===== src/rtl/kt_exec.sv =====
// ============================================================================
// Module   : kt_exec
// Purpose  : Console command executor; runs one console command per request
//            against memory, accumulators and the address/display registers.
// Revision : 1.0 - initial release
// ============================================================================
`default_nettype none

module kt_exec #(
   parameter logic [14:0] BOOT_ADDR = 15'h0000
) (
   input  logic        i_m_x,
   input  logic        rst_n,
   input  logic        i_KTQQ,
   input  logic [7:0]  i_ZLkt,
   input  logic [15:0] i_DM,
   input  logic        i_YX,
   input  logic        i_mem_ack,
   input  logic [15:0] i_mem_rdata,
   input  logic [15:0] i_acc_rdata,
   output logic        o_KTZT,
   output logic [14:0] o_Jd,
   output logic [15:0] o_Jcx,
   output logic        o_mem_req,
   output logic        o_mem_we,
   output logic [14:0] o_mem_addr,
   output logic [15:0] o_mem_wdata,
   output logic        o_acc_we,
   output logic [1:0]  o_acc_sel,
   output logic [15:0] o_acc_wdata,
   output logic        o_start,
   output logic        o_bad_cmd
);

   localparam logic [2:0] S_IDLE   = 3'd0;
   localparam logic [2:0] S_EXEC   = 3'd1;
   localparam logic [2:0] S_MEM_RD = 3'd2;
   localparam logic [2:0] S_MEM_WR = 3'd3;
   localparam logic [2:0] S_ACC_RD = 3'd4;
   localparam logic [2:0] S_START  = 3'd5;
   localparam logic [2:0] S_DONE   = 3'd6;

   localparam logic [7:0] C_CZ  = 8'hDF;
   localparam logic [7:0] C_CZX = 8'hDC;
   localparam logic [7:0] C_XS  = 8'hF8;
   localparam logic [7:0] C_XSX = 8'hFC;
   localparam logic [7:0] C_QDZ = 8'hFB;
   localparam logic [7:0] C_YD  = 8'hFD;

   logic [2:0]  r_state;
   logic [2:0]  w_next;
   logic [7:0]  r_cmd;
   logic [15:0] r_dm;
   logic [14:0] r_jd;
   logic [15:0] r_jcx;

   logic w_accept;
   logic w_is_rd;
   logic w_is_wr;
   logic w_is_zrl;
   logic w_is_xsl;
   logic w_is_go;
   logic w_known;

   // ZRLn / XSLn carry the accumulator index in bits [4:3]
   assign w_is_zrl = (r_cmd[7:5] == 3'b001) && (r_cmd[2:0] == 3'b011);
   assign w_is_xsl = (r_cmd[7:5] == 3'b011) && (r_cmd[2:0] == 3'b111);
   assign w_is_rd  = (r_cmd == C_XS)  || (r_cmd == C_XSX);
   assign w_is_wr  = (r_cmd == C_CZ)  || (r_cmd == C_CZX);
   assign w_is_go  = (r_cmd == C_QDZ) || (r_cmd == C_YD);
   assign w_known  = w_is_rd || w_is_wr || w_is_zrl || w_is_xsl || w_is_go;
   assign w_accept = (r_state == S_IDLE) && i_KTQQ && !i_YX;

   always_ff @(posedge i_m_x or negedge rst_n) begin
      if (!rst_n) begin
         r_state <= S_IDLE;
      end else begin
         r_state <= w_next;
      end
   end

   always_comb begin
      w_next = r_state;
      case (r_state)
         S_IDLE: begin
            if (w_accept) w_next = S_EXEC;
         end
         S_EXEC: begin
            if (w_is_rd)       w_next = S_MEM_RD;
            else if (w_is_wr)  w_next = S_MEM_WR;
            else if (w_is_xsl) w_next = S_ACC_RD;
            else if (w_is_go)  w_next = S_START;
            else               w_next = S_DONE;
         end
         S_MEM_RD, S_MEM_WR: begin
            if (i_mem_ack) w_next = S_DONE;
         end
         S_ACC_RD, S_START: w_next = S_DONE;
         // Holding here until the request drops guarantees a single execution
         S_DONE: begin
            if (!i_KTQQ) w_next = S_IDLE;
         end
         default: w_next = S_IDLE;
      endcase
   end

   always_comb begin
      o_KTZT    = (r_state != S_IDLE);
      o_mem_req = 1'b0;
      o_mem_we  = 1'b0;
      o_acc_we  = 1'b0;
      o_start   = 1'b0;
      o_bad_cmd = 1'b0;
      case (r_state)
         S_EXEC: begin
            o_acc_we  = w_is_zrl;
            o_bad_cmd = !w_known;
         end
         S_MEM_RD: o_mem_req = 1'b1;
         S_MEM_WR: begin
            o_mem_req = 1'b1;
            o_mem_we  = 1'b1;
         end
         S_START:  o_start = 1'b1;
         default: ;
      endcase
   end

   always_ff @(posedge i_m_x or negedge rst_n) begin
      if (!rst_n) begin
         r_cmd <= 8'h00;
         r_dm  <= 16'h0000;
         r_jd  <= 15'h0000;
         r_jcx <= 16'h0000;
      end else begin
         if (w_accept) begin
            r_cmd <= i_ZLkt;
            r_dm  <= i_DM;
         end
         if (r_state == S_EXEC) begin
            case (r_cmd)
               C_XS, C_QDZ:  r_jd <= r_dm[14:0];
               C_XSX, C_CZX: r_jd <= r_jd + 15'd1;
               C_YD:         r_jd <= BOOT_ADDR;
               default: ;
            endcase
         end
         if ((r_state == S_MEM_RD) && i_mem_ack) r_jcx <= i_mem_rdata;
         if ((r_state == S_MEM_WR) && i_mem_ack) r_jcx <= r_dm;
         if (r_state == S_ACC_RD)                r_jcx <= i_acc_rdata;
      end
   end

   assign o_Jd        = r_jd;
   assign o_Jcx       = r_jcx;
   assign o_mem_addr  = r_jd;
   assign o_mem_wdata = r_dm;
   assign o_acc_wdata = r_dm;
   assign o_acc_sel   = r_cmd[4:3];

endmodule

`default_nettype wire


===== config.mk =====
export PLATFORM = sky130hd
export DESIGN_NAME = kt_exec
export DESIGN_NICKNAME = d
export VERILOG_FILES = /design/src/rtl/kt_exec.sv
export SDC_FILE = /design/constraint.sdc
export NUM_CORES = 1
export LEC_CHECK = 0
export BUFFER_PORTS_ARGS = -buffer_cell sky130_fd_sc_hd__buf_2
export CAP_MARGIN = 25
export CORE_UTILIZATION = 49
export CTS_BUF_LIST = sky130_fd_sc_hd__clkbuf_8 sky130_fd_sc_hd__clkbuf_16
export DETAILED_ROUTE_END_ITERATION = 8
export GPL_ROUTABILITY_DRIVEN = 0
export PLACE_DENSITY = 0.85
export SLEW_MARGIN = 0
export SYNTH_ARGS = -nofsm -noshare
export SYNTH_HDL_FRONTEND = slang
export SYNTH_SLANG_ARGS = --single-unit
export TNS_END_PERCENT = 5

===== constraint.sdc =====
create_clock -name i_m_x -period 2.15 [get_ports i_m_x]
set_clock_uncertainty 0.1 [all_clocks]
set_input_delay 0.43 -clock i_m_x [delete_from_list [all_inputs] [get_ports i_m_x]]
set_output_delay 0.43 -clock i_m_x [all_outputs]
set_load 0.05 [all_outputs]

* Word level (Yosys, flattened, before mapping)
Cells that the tools add are included.
Word-level totals: flip-flop bits (word level) 58, bits of input ports 61, output and inout bits 86
Operators by class: $add $sub $neg 1, eq/ne operators 19, mux-type cells 17, reductions and logical operators 25
Operator list (count):
- 8-bit equality test (second input constant) | 6
- 16-bit 2-to-1 mux | 3
- 15-bit case mux with 3 select lines | 1
- 15-bit by 1-bit adder with 15-bit output (second input constant) | 1
- 3-bit 2-to-1 mux | 5
- 3-bit case mux with 5 select lines | 1
- 3-bit by 2-bit equality test with 1-bit output (second input constant) | 4
- 3-bit equality test (second input constant) | 4
- 3-bit nonzero test | 3
- 2-bit OR reduction | 4
- 1-bit logical OR | 7
- 3-bit by 1-bit equality test with 1-bit output (second input constant) | 2
- 1-bit logical AND | 6
- 1-bit 2-to-1 mux | 5
- 2-bit 2-to-1 mux | 2
- 2-bit inequality test (second input constant) | 2
- 3-bit zero test | 1
- 3-bit AND reduction | 1
- 1-bit zero test | 2
- 2-bit by 1-bit inequality test with 1-bit output (second input constant) | 1
- 2-bit AND reduction | 1

* Longest topological paths before layout
depth after elaboration 8, gate-level depth with buffers 7, gate-level depth less buffers 6

* Worst setup path before layout
No wires, ideal clock.
path type flip-flop to output port, from reg r_cmd[2], to out o_bad_cmd, arrival 2228 ps, required time 1620 ps, setup slack -608 ps, cell stages (with the launch flop) 6, cells stage by stage dfrtp_1 > clkbuf_1 > nor2b_1 > a31oi_1 > o21ai_0 > nor3b_1
On the way: longest elaborated chain between the ends 8, elaborated cells between the ends (all ways) 19, those cells by class 8 x eq/ne; 1 x mux; 10 x reduce/logical
RTL lines:
- start: declaration | RTL line 52 | logic [7:0] r_cmd;
- start signal: assignment | RTL line 137 | r_cmd <= i_ZLkt;
- 8-bit equality test (on tied branches) | RTL line 68, 69
- 1-bit logical OR (on tied branches) | RTL line 68, 69
- 1-bit logical OR (3 in a row) | RTL line 71 | assign w_known = w_is_rd || w_is_wr || w_is_zrl || w_is_xsl || w_is_go;
- 1-bit logical OR (*) | RTL line 71
- 1-bit zero test (*) | RTL line 117 | o_bad_cmd = !w_known;
- 1-bit 2-to-1 mux (*) | RTL line 114 | case (r_state)
- end: declaration | RTL line 32 | output logic o_bad_cmd
Mark *: on every way between the ends. The rest lies on a longest branch, timed or not.

* Worst setup path in the final report
Ends and elaborated chain as after synthesis.

==> metrics.txt <==
status complete, but fails checks; failing checks negative setup slack; maximum root-to-sink buffer count 2; CP Data Arrival Time 1690 ps; Syn Inst Count 352; Simple-Gate Fraction of Synth Area 0.161; slowest cell delay on critical path 450 ps; CP max stage cell dfrtp_2; Worst EP required 1620 ps; Final Hold Vio Count 0; max_cap viols 0; Clock Root Buffer clkbuf_8; Max-slew headroom 0.774; HPWL Detailed 6560 um; most frequent cells in the layout 144 x buf_2, 52 x dfrtp_1, 42 x mux2_2; Synth Register Bits 58; Peak VDD IR 1.26 mV; largest net degree at the start of global routing 59; Inst Count DP 555; Final #Nets 542; Routed wire per std cell 16.1 um; Final Cell Area 4470 sq um; crit end category output pin; reg2reg start r_cmd[2]; WS Path Type reg2out; mux cell area share after synthesis 0.182; routed via count 3,243; CTS Sinks 58; vias per inst 5.58; Synthesis Warnings 0; Area Overhead vs Synth 26.5%; Area after DPL 4170 sq um; Mean Syn Cell Area 10.0 sq um; setup ws final -68.6 ps; Buffers on Ports 146; antenna violations before repair 0; # IOs 147; crit path launch type flop; initial DRC count 208; Compound-Gate Fraction of Synth Area 0.127; Synth async-reset ratio 1.00; setup violators final 1; part of the cycle the worst path needs 1.03; overall power 6750 uW; min-delay worst type in2reg; vias in the first global route 3,105; number of flops mapped to enable cells by yosys 0; PwrDens 1510 nW/um^2; Crit Path Max Fanout 5; CTS buffer count 9; Layout Utilization 0.651; core area 6870 sq um; Initial Utilization 0.515; WL final 9360 um; met3 usage 0.0569; register area share after synthesis 0.410; worst slew pin tran 338 ps; unrepaired setup endpoints after global routing true; Max Fclk 451 MHz; Worst-path clk slew 70 ps; first-pass GRT wire length 14,800 um; depth of the CTS H-tree 3; Syn Std Cell Area 3540 sq um; GRT Overall Usage 0.257; n_diodes 0; GR Util met1 0.312; library cells used by synthesis 52; post-layout min period 2220 ps; Initial DRT Pass Iterations 4; max-slew violation count 0; overall die area 7560 sq um; GR Util met2 0.440; std cell rows 30; post-synthesis adder-cell area fraction 0.00354; Primary FF master, synth dfrtp_1; delay-heaviest family, CP flip-flops; worst-path cell chain nor2_2 > nor3_1 > a31oi_1 > o21ai_2 > nor3b_2 > buf_6; Critical path origin r_cmd[2]; Final ANT Viol Nets 0; Clock Latency Late Sink 340 ps; gr busiest metal met2; most common cell after layout, fill and taps aside buf_2; drc violations 0; Die Span X 86.9 um; hold path start i_DM[13]; XOR/XNOR Fraction of Synth Area 0.00991; GR Overflow Total 0; synthesized net count 414; main combinational cell family by area after synthesis multiplexers; Non-Filler Instances 581; chip height 86.9 um; WP buf/inv 1; TritonCTS clock tree done; layout cells sized above 1 0.507; Static Leak 0.00222 uW; Placement Setup Slack 118 ps
-- routing by layer --
layer | share of wire | vias up | wire [um]
li1 | - | 1504 | -
met1 | 0.41 | 1569 | 3810
met2 | 0.50 | 154 | 4670
met3 | 0.072 | 16 | 678
met4 | 0.021 | 0 | 195
met5 | 0 | - | 0
-- through the flow --
step	hold WS, ps	TNS, ps
final	217	-68.6
after global routing	213	-251
after CTS	208	-47.7
after detailed placement	359	0
after global placement	356	0
after floorplan	34.4	-365
-- cell families (layout without fill, tap and decap cells) --
| family | Yosys count | after routing |
|---|---|---|
| flip-flops | 58 | 58 |
| AND/OR/NAND/NOR | 104 | 104 |
| multiplexers | 59 | 59 |
| XOR/XNOR | 4 | 4 |
| adder cells (fa/ha/maj) | 1 | 1 |
| AO/OA/AOI/OAI | 69 | 69 |
| buffers and inverters | 57 | 190 |
-- report_power, final --
group	internal [uW]	switching (uW)	total (uW)
combinational	1100	2620	3720
clock	592	434	1030
sequential	1500	511	2010
-- cell type report --
class,instances,area [sq um]
fill,590,2390
multi-input combinational,237,1740
sequential,58,1460
timing repair buffer,171,942
clock buffer,11,151
tap,96,120
clock inverter,5,53.8
inverter,3,11.3
-- synth_stat cells, types with 2 or more instances --
library cell | count | area (sq um)
dfrtp_1 | 58 | 1450
mux2_2 | 42 | 473
buf_4 | 37 | 278
nand2_1 | 31 | 116
o21ai_0 | 23 | 115
nor2_1 | 19 | 71.3
mux2i_1 | 17 | 170
a21oi_1 | 16 | 80.1
nand3_1 | 13 | 65.1
nand4_1 | 9 | 56.3
buf_2 | 8 | 40.0
clkbuf_1 | 7 | 26.3
a32o_1 | 6 | 60.1
a22o_1 | 4 | 35.0
and4_1 | 4 | 35.0
nor3_1 | 4 | 20.0
a22oi_1 | 3 | 22.5
and3_1 | 3 | 18.8
inv_1 | 3 | 11.3
nand2b_1 | 3 | 18.8
xor2_1 | 3 | 26.3
a21o_1 | 2 | 15.0
a31oi_1 | 2 | 12.5
and2_1 | 2 | 12.5
buf_6 | 2 | 22.5
nand4b_1 | 2 | 17.5
nor3b_1 | 2 | 15.0
o21a_1 | 2 | 15.0
o31ai_1 | 2 | 15.0
-- flip-flops by register name (all words and copies together), names as in the netlist --
name         cells
o_Jcx           16
o_Jd            15
o_acc_wdata     16
r_cmd            8
r_state          3
-- worst paths after layout --
check | cells past startpoint | to | slack [ps]
max | 6 | o_bad_cmd | -70
min | 2 | o_acc_wdata[13] | 220
max reg2reg | 7 | o_Jd[7] | 130
min reg2reg | 2 | o_Jcx[3] | 380
max in group asynchronous | 3 | o_acc_wdata[7] | 1160
min in group asynchronous | 3 | r_cmd[3] | 510
-- what timing repair did --
item / CTS / global route
gates cloned: 0 / 0
resized for setup: 12 / 2
pin swaps: 1 / 2
hold endpoints to repair: 8 / 0
endpoints found under the setup margin: 2 / 4
hold buffers: 1 / 0
buffers inserted: 5 / 4
(Power assumes the default switching activity.)
